--- src/rtl/uart_core_param.sv ---
// Parametrised full-duplex UART: baud tick divider, valid/ready TX, 16x-oversampled RX.
// Define UART_PARITY_EN to add one parity bit per frame (PARITY_ODD selects odd/even).
module uart_core_param #(
  parameter int DATA_WIDTH = 8,
  parameter int CLK_FREQ   = 50_000_000,
  parameter int BAUD_RATE  = 9600,
  parameter int OVERSAMPLE = 16,
  parameter int STOP_BITS  = 1,
  parameter int PARITY_ODD = 0
) (
  input  logic                  clk,
  input  logic                  rst,
  input  logic                  enable,
  input  logic [DATA_WIDTH-1:0] tx_data,
  input  logic                  tx_valid,
  output logic                  tx_ready,
  output logic                  tx_out,
  output logic                  tx_busy,
  input  logic                  rx_in,
  output logic [DATA_WIDTH-1:0] rx_data,
  output logic                  rx_valid,
  output logic                  rx_frame_err,
  output logic                  rx_parity_err
);

  localparam int DIV_RAW = CLK_FREQ / (BAUD_RATE * OVERSAMPLE);
  localparam int DIV     = (DIV_RAW < 1) ? 1 : DIV_RAW;
  localparam int DW      = (DIV > 1) ? $clog2(DIV) : 1;
  localparam int CW      = $clog2(OVERSAMPLE);
  localparam int BW      = $clog2(DATA_WIDTH + 1);
  localparam bit PAR_ODD = (PARITY_ODD != 0);
`ifdef UART_PARITY_EN
  localparam bit PAR_EN = 1'b1;
`else
  localparam bit PAR_EN = 1'b0;
`endif

  typedef enum logic [2:0] {S_IDLE, S_START, S_DATA, S_PARITY, S_STOP} state_t;

  logic [DW-1:0] div_cnt_q, div_cnt_d;
  logic          tick;

  state_t                tx_state_q, tx_state_d;
  logic [CW-1:0]         tx_cnt_q, tx_cnt_d;
  logic [BW-1:0]         tx_bit_q, tx_bit_d;
  logic [DATA_WIDTH-1:0] tx_shift_q, tx_shift_d;
  logic                  tx_par_q, tx_par_d;
  logic                  tx_out_q, tx_out_d;
  logic                  tx_ev;

  logic                  sync1_q, sync2_q, prev_q;
  state_t                rx_state_q, rx_state_d;
  logic [CW-1:0]         rx_cnt_q, rx_cnt_d;
  logic [BW-1:0]         rx_bit_q, rx_bit_d;
  logic [DATA_WIDTH-1:0] rx_shift_q, rx_shift_d;
  logic [DATA_WIDTH-1:0] rx_data_q, rx_data_d;
  logic                  rx_par_q, rx_par_d;
  logic                  rx_valid_q, rx_valid_d;
  logic                  rx_ferr_q, rx_ferr_d;
  logic                  rx_perr_q, rx_perr_d;
  logic                  rx_ev;

  assign tick     = (div_cnt_q == '0);
  assign div_cnt_d = tick ? DW'(DIV - 1) : div_cnt_q - DW'(1);

  // A bit boundary is the tick on which the per-bit down-counter is at terminal count.
  assign tx_ev    = tick && (tx_cnt_q == '0);
  assign tx_ready = (tx_state_q == S_IDLE) && enable && !rst;
  assign tx_busy  = (tx_state_q != S_IDLE);
  assign tx_out   = tx_out_q;

  always_comb begin
    tx_state_d = tx_state_q;
    tx_cnt_d   = tx_cnt_q;
    tx_bit_d   = tx_bit_q;
    tx_shift_d = tx_shift_q;
    tx_par_d   = tx_par_q;
    tx_out_d   = tx_out_q;
    if (tx_state_q != S_IDLE && tick)
      tx_cnt_d = (tx_cnt_q == '0) ? CW'(OVERSAMPLE - 1) : tx_cnt_q - CW'(1);
    case (tx_state_q)
      S_IDLE: begin
        tx_out_d = 1'b1;
        if (tx_valid && tx_ready) begin
          tx_shift_d = tx_data;
          tx_par_d   = (^tx_data) ^ PAR_ODD;
          tx_cnt_d   = CW'(OVERSAMPLE - 1);
          tx_out_d   = 1'b0;
          tx_state_d = S_START;
        end
      end
      S_START: if (tx_ev) begin
        tx_out_d   = tx_shift_q[0];
        tx_shift_d = tx_shift_q >> 1;
        tx_bit_d   = BW'(DATA_WIDTH - 1);
        tx_state_d = S_DATA;
      end
      S_DATA: if (tx_ev) begin
        if (tx_bit_q == '0) begin
          if (PAR_EN) begin
            tx_out_d   = tx_par_q;
            tx_state_d = S_PARITY;
          end else begin
            tx_out_d   = 1'b1;
            tx_bit_d   = BW'(STOP_BITS - 1);
            tx_state_d = S_STOP;
          end
        end else begin
          tx_out_d   = tx_shift_q[0];
          tx_shift_d = tx_shift_q >> 1;
          tx_bit_d   = tx_bit_q - BW'(1);
        end
      end
      S_PARITY: if (tx_ev) begin
        tx_out_d   = 1'b1;
        tx_bit_d   = BW'(STOP_BITS - 1);
        tx_state_d = S_STOP;
      end
      S_STOP: if (tx_ev) begin
        if (tx_bit_q == '0) tx_state_d = S_IDLE;
        else                tx_bit_d   = tx_bit_q - BW'(1);
      end
      default: tx_state_d = S_IDLE;
    endcase
  end

  assign rx_ev         = tick && (rx_cnt_q == '0);
  assign rx_data       = rx_data_q;
  assign rx_valid      = rx_valid_q;
  assign rx_frame_err  = rx_ferr_q;
  assign rx_parity_err = rx_perr_q;

  always_comb begin
    rx_state_d = rx_state_q;
    rx_cnt_d   = rx_cnt_q;
    rx_bit_d   = rx_bit_q;
    rx_shift_d = rx_shift_q;
    rx_data_d  = rx_data_q;
    rx_par_d   = rx_par_q;
    rx_valid_d = 1'b0;
    rx_ferr_d  = rx_ferr_q;
    rx_perr_d  = rx_perr_q;
    if (rx_state_q != S_IDLE && tick)
      rx_cnt_d = (rx_cnt_q == '0) ? CW'(OVERSAMPLE - 1) : rx_cnt_q - CW'(1);
    case (rx_state_q)
      S_IDLE: if (enable && prev_q && !sync2_q) begin
        // First sample lands mid start bit; later ones are a full bit apart.
        rx_cnt_d   = CW'(OVERSAMPLE / 2 - 1);
        rx_state_d = S_START;
      end
      S_START: if (rx_ev) begin
        rx_bit_d   = BW'(DATA_WIDTH - 1);
        rx_state_d = sync2_q ? S_IDLE : S_DATA;
      end
      S_DATA: if (rx_ev) begin
        rx_shift_d = {sync2_q, rx_shift_q[DATA_WIDTH-1:1]};
        if (rx_bit_q == '0) rx_state_d = PAR_EN ? S_PARITY : S_STOP;
        else                rx_bit_d   = rx_bit_q - BW'(1);
      end
      S_PARITY: if (rx_ev) begin
        rx_par_d   = sync2_q;
        rx_state_d = S_STOP;
      end
      S_STOP: if (rx_ev) begin
        rx_data_d  = rx_shift_q;
        rx_ferr_d  = !sync2_q;
        rx_perr_d  = PAR_EN ? (rx_par_q != ((^rx_shift_q) ^ PAR_ODD)) : 1'b0;
        rx_valid_d = 1'b1;
        rx_state_d = S_IDLE;
      end
      default: rx_state_d = S_IDLE;
    endcase
  end

  always_ff @(posedge clk) begin
    if (rst) begin
      div_cnt_q  <= DW'(DIV - 1);
      tx_state_q <= S_IDLE;
      tx_cnt_q   <= '0;
      tx_bit_q   <= '0;
      tx_shift_q <= '0;
      tx_par_q   <= 1'b0;
      tx_out_q   <= 1'b1;
      sync1_q    <= 1'b1;
      sync2_q    <= 1'b1;
      prev_q     <= 1'b1;
      rx_state_q <= S_IDLE;
      rx_cnt_q   <= '0;
      rx_bit_q   <= '0;
      rx_shift_q <= '0;
      rx_data_q  <= '0;
      rx_par_q   <= 1'b0;
      rx_valid_q <= 1'b0;
      rx_ferr_q  <= 1'b0;
      rx_perr_q  <= 1'b0;
    end else begin
      div_cnt_q  <= div_cnt_d;
      tx_state_q <= tx_state_d;
      tx_cnt_q   <= tx_cnt_d;
      tx_bit_q   <= tx_bit_d;
      tx_shift_q <= tx_shift_d;
      tx_par_q   <= tx_par_d;
      tx_out_q   <= tx_out_d;
      sync1_q    <= rx_in;
      sync2_q    <= sync1_q;
      prev_q     <= sync2_q;
      rx_state_q <= rx_state_d;
      rx_cnt_q   <= rx_cnt_d;
      rx_bit_q   <= rx_bit_d;
      rx_shift_q <= rx_shift_d;
      rx_data_q  <= rx_data_d;
      rx_par_q   <= rx_par_d;
      rx_valid_q <= rx_valid_d;
      rx_ferr_q  <= rx_ferr_d;
      rx_perr_q  <= rx_perr_d;
    end
  end

endmodule

--- config.mk ---
export PLATFORM = sky130hd
export DESIGN_NAME = uart_core_param
export DESIGN_NICKNAME = d
export VERILOG_FILES = /design/src/rtl/uart_core_param.sv
export SDC_FILE = /design/constraint.sdc
export NUM_CORES = 1
export LEC_CHECK = 0
export CORE_AREA = 2 2 74 76
export CTS_CLUSTER_DIAMETER = 200
export DETAILED_ROUTE_END_ITERATION = 16
export DIE_AREA = 0 0 76 78
export PLACE_DENSITY_LB_ADDON = 0.25
export SYNTH_ARGS = -nofsm -noshare
export SYNTH_HDL_FRONTEND = slang
export SYNTH_SLANG_ARGS = --single-unit
--- constraint.sdc ---
create_clock -name clk -period 5.4 [get_ports clk]
set_input_delay 0.54 -clock clk [delete_from_list [all_inputs] [get_ports clk]]
set_output_delay 0.54 -clock clk [all_outputs]
set_load 0.02 [all_outputs]
==> key figures <==
Power and ir drop
  • PwrDens: around 300 nW/um2
  • Clock network fraction of design power: 43.4%
  • Flop pwr share: about half
  • Psw: ~0.22 mW
  • Combinational cell fraction of total power: under 10%
  • Internal power: about 0.75 mW
  • Leak: 1.14 nW
  • Worst IR Drop VDD: between 0.2 and 0.25 mV
  • Net Sw Frac: 22.8%

Critical path
  • CP arrival: around 3.2 ns
  • WS Path Type: reg -> reg
  • Crit Path Max Fanout: 11
  • Worst setup SP type: flip-flop
  • Worst setup EP type: flip-flop
  • CP Data Required Time: around 5.6 ns

Job
  • Max Cap Violations: 0

Clock network
  • Post_cts resized: 0
  • Setup bufs post-CTS: 0
  • CTS max path bufs: 2
  • Worst-path clk slew: ~0.07 ns
  • CTS Root Cell: clkbuf_8
  • Clock latency on the worst-skew pair: 0.34 ns
  • H-tree depth: 3
  • Cts hold-fix bufs: 0
  • Sink Count: 61
  • CTS tree: built
  • Inserted Clock Buffers: 9

Route
  • Avg WL per Cell: between 10 and 15 um
  • Via count: roughly 2200
  • Routed wire length: between 5 and 6 mm
  • Detail Route Antenna Nets: 0
  • Initial DRC Count: ~130
  • First drt pass iteration count: 4
  • # DRC: 0
  • Vias per cell: between 5 and 6

Finish
  • # nets final: approximately 350
  • ANT cells: 0
  • Layout cell share with drive strength beyond 1: around a tenth
  • Finished Cell Area: around 3200 um2
  • P&R area growth vs syn: 17.1%

Floorplan
  • Initial core utilization: between 50% and 60%
  • Chip Width: between 70 and 80 um
  • Core Area: between 5000 and 6000 um2
  • Rows: 26
  • Die Footprint: between 5000 and 6000 um2
  • Io pins: 27
  • Chip height: around 78 um

Timing
  • FMAX: roughly 0.33 GHz
  • Worst Tran Pin Value: roughly 0.85 ns
  • Min Clock Period, post-route: 3.01 ns
  • Slew Viols, Final: 0
  • Setup violators final: 0
  • RSZ-0062 raised after global routing: false
  • Slew headroom: between 40% and 50%
  • Clock skew: roughly 0.0092 ns
  • Final Hold Vio Count: 0
  • Setup TNS: 0 ns
  • Part of the cycle the worst path needs: between 50% and 60%

Placement
  • Port Buffer Count: 25
  • Placed Area: approximately 3000 um2
  • Gpl congestion: between 0.7 and 0.8
  • Dpl hpwl: 3.72 mm

Yosys
  • Mean Syn Cell Area: roughly 9 um2
  • Synth area leader: dfxtp_1
  • Synth Instances: roughly 300
  • Post-synth top area share: 44.1%
  • Seq/Total Area, Yosys: roughly 44%
  • Area contributors post-synth: dfxtp_1 (44%), mux2i_1 (6.9%), nor2_1 (5.8%)
  • Seq cells post-synth: 61
  • Synth warnings: 0
  • Distinct cells, synth: 53
  • Net Count, Synth: 328
  • Top_reg_cell synth: dfxtp_1
  • Post-synth EDFFs: 0
  • Synthesized cell area: 2770 um2
  • Async SR Flop Fraction: 0%

GRT
  • First-pass GRT wire length: 9.41 mm
  • Largest net degree at the start of global routing: 46
  • Gr usage total: about a fifth
  • GR Overflow Total: 0
  • Vias in the first global route: ~2100
  • Initial antenna violation count: 0

Outcome
  • Status: finished, final reports clean

Worst hold path
  • HP Class: reg -> reg
==> power by group through the flow <==
stage | logic, mW | clock network, mW | registers [mW]
3_5_place_dp | 0.0731 | 0 | 0.489
2_1_floorplan | 0.0542 | 0 | 0.486
3_3_place_gp | 0.0717 | 0 | 0.489
6_report | 0.0726 | 0.423 | 0.479
5_1_grt | 0.0820 | 0.450 | 0.481
4_1_cts | 0.0735 | 0.429 | 0.479
==> Yosys cell counts, drive strengths merged, types with 3 or more instances <==
cell type  count
or2            7
or3b           3
o21ai         15
nor3b          4
nand3          8
a2bb2oi        7
clkbuf        13
buf            4
a21oi         20
mux2i         19
dfxtp         61
a31oi          3
xnor2          3
nor4           3
nand4b         3
or3            5
ha             6
nor3           7
nand2         12
nand2b         9
nor2          45
a211oi         3
inv           14
xor2           3
o221ai         7
==> cell families after synthesis <==
group / Yosys count / synth area share, %
simple gates: 116 / 22.6
compound gates: 68 / 16.4
flops: 61 / 44.1
buf+inv: 31 / 4.92
mux: 20 / 7.27
fa+ha+maj: 6 / 2.71
xor+xnor: 6 / 1.90
other cells: 1 / 0.135
==> sequential cells by signal, indices dropped and copies added (netlist names), 3 cells and up <==
register / flops
tx_cnt_q: 4
tx_shift_q: 8
rx_state_q: 3
tx_state_q: 3
rx_data: 8
div_cnt_q: 9
rx_bit_q: 4
rx_shift_q: 8
tx_bit_q: 4
rx_cnt_q: 4
==> final timing paths <==
path / start / to / slack, ns / depth (start not counted)
setup / recovery: div_cnt_q[0] / rx_data[1] / 2.39 / 7
hold / removal: sync1_q / sync2_q / 0.43 / 1
setup reg to reg: div_cnt_q[0] / rx_data[1] / 2.39 / 7
hold reg to reg: sync1_q / sync2_q / 0.43 / 1
==> layout make-up <==
type / instances / area, um2
clock buffer: 13 / 169
clock inverter: 3 / 42.5
fill: 433 / 1800
inverter: 14 / 52.6
multi-input combinational: 217 / 1410
sequential: 61 / 1220
tap: 70 / 87.6
timing repair buffer: 26 / 258
==> critical path: stages (launching register included) <==
cell and delay [ns]:
dfxtp_1 0.32, inv_1 0.05, ha_1 0.16, or4b_1 0.60, or4_4 0.64, nor4b_4 0.78, mux2i_1 0.28, nor2_1 0.05
==> through the flow <==
stage / cells / hold slack, ns / setup slack [ns] / utilization (%) / power (mW)
global placement: 388 / 0.391 / 2.42 / 60.1 / 0.560
floorplan: 309 / 0.389 / 2.84 / - / 0.540
detailed placement: 388 / 0.408 / 2.38 / 60.1 / 0.562
finish: 404 / 0.428 / 2.39 / 64.3 / 0.975
global route: 404 / 0.441 / 2.15 / 64.3 / 1.01
CTS: 404 / 0.430 / 2.37 / 64.3 / 0.982
==> metal layers <==
| metal | global-route usage [%] | vias to the layer above | share of wire, % |
|---|---|---|---|
| met5 | 0 | - | 0 |
| met4 | 6.91 | 0 | 2.1 |
| met3 | 5.93 | 11 | 3.8 |
| met2 | 32.5 | 37 | 46 |
| met1 | 24.3 | 1037 | 48 |
| li1 | - | 1135 | - |
==> layout by cell type (no fill, tap or decap), types with 8 or more instances in the layout <==
master	n
dfxtp_1	61
mux2i_1	19
nand2_1	12
nor2_1	43
inv_1	14
o21ai_0	15
nand2b_1	9
clkdlybuf4s50_1	25
clkbuf_8	12
a21oi_1	19
nand3_1	8
(Power assumes the default switching activity.)
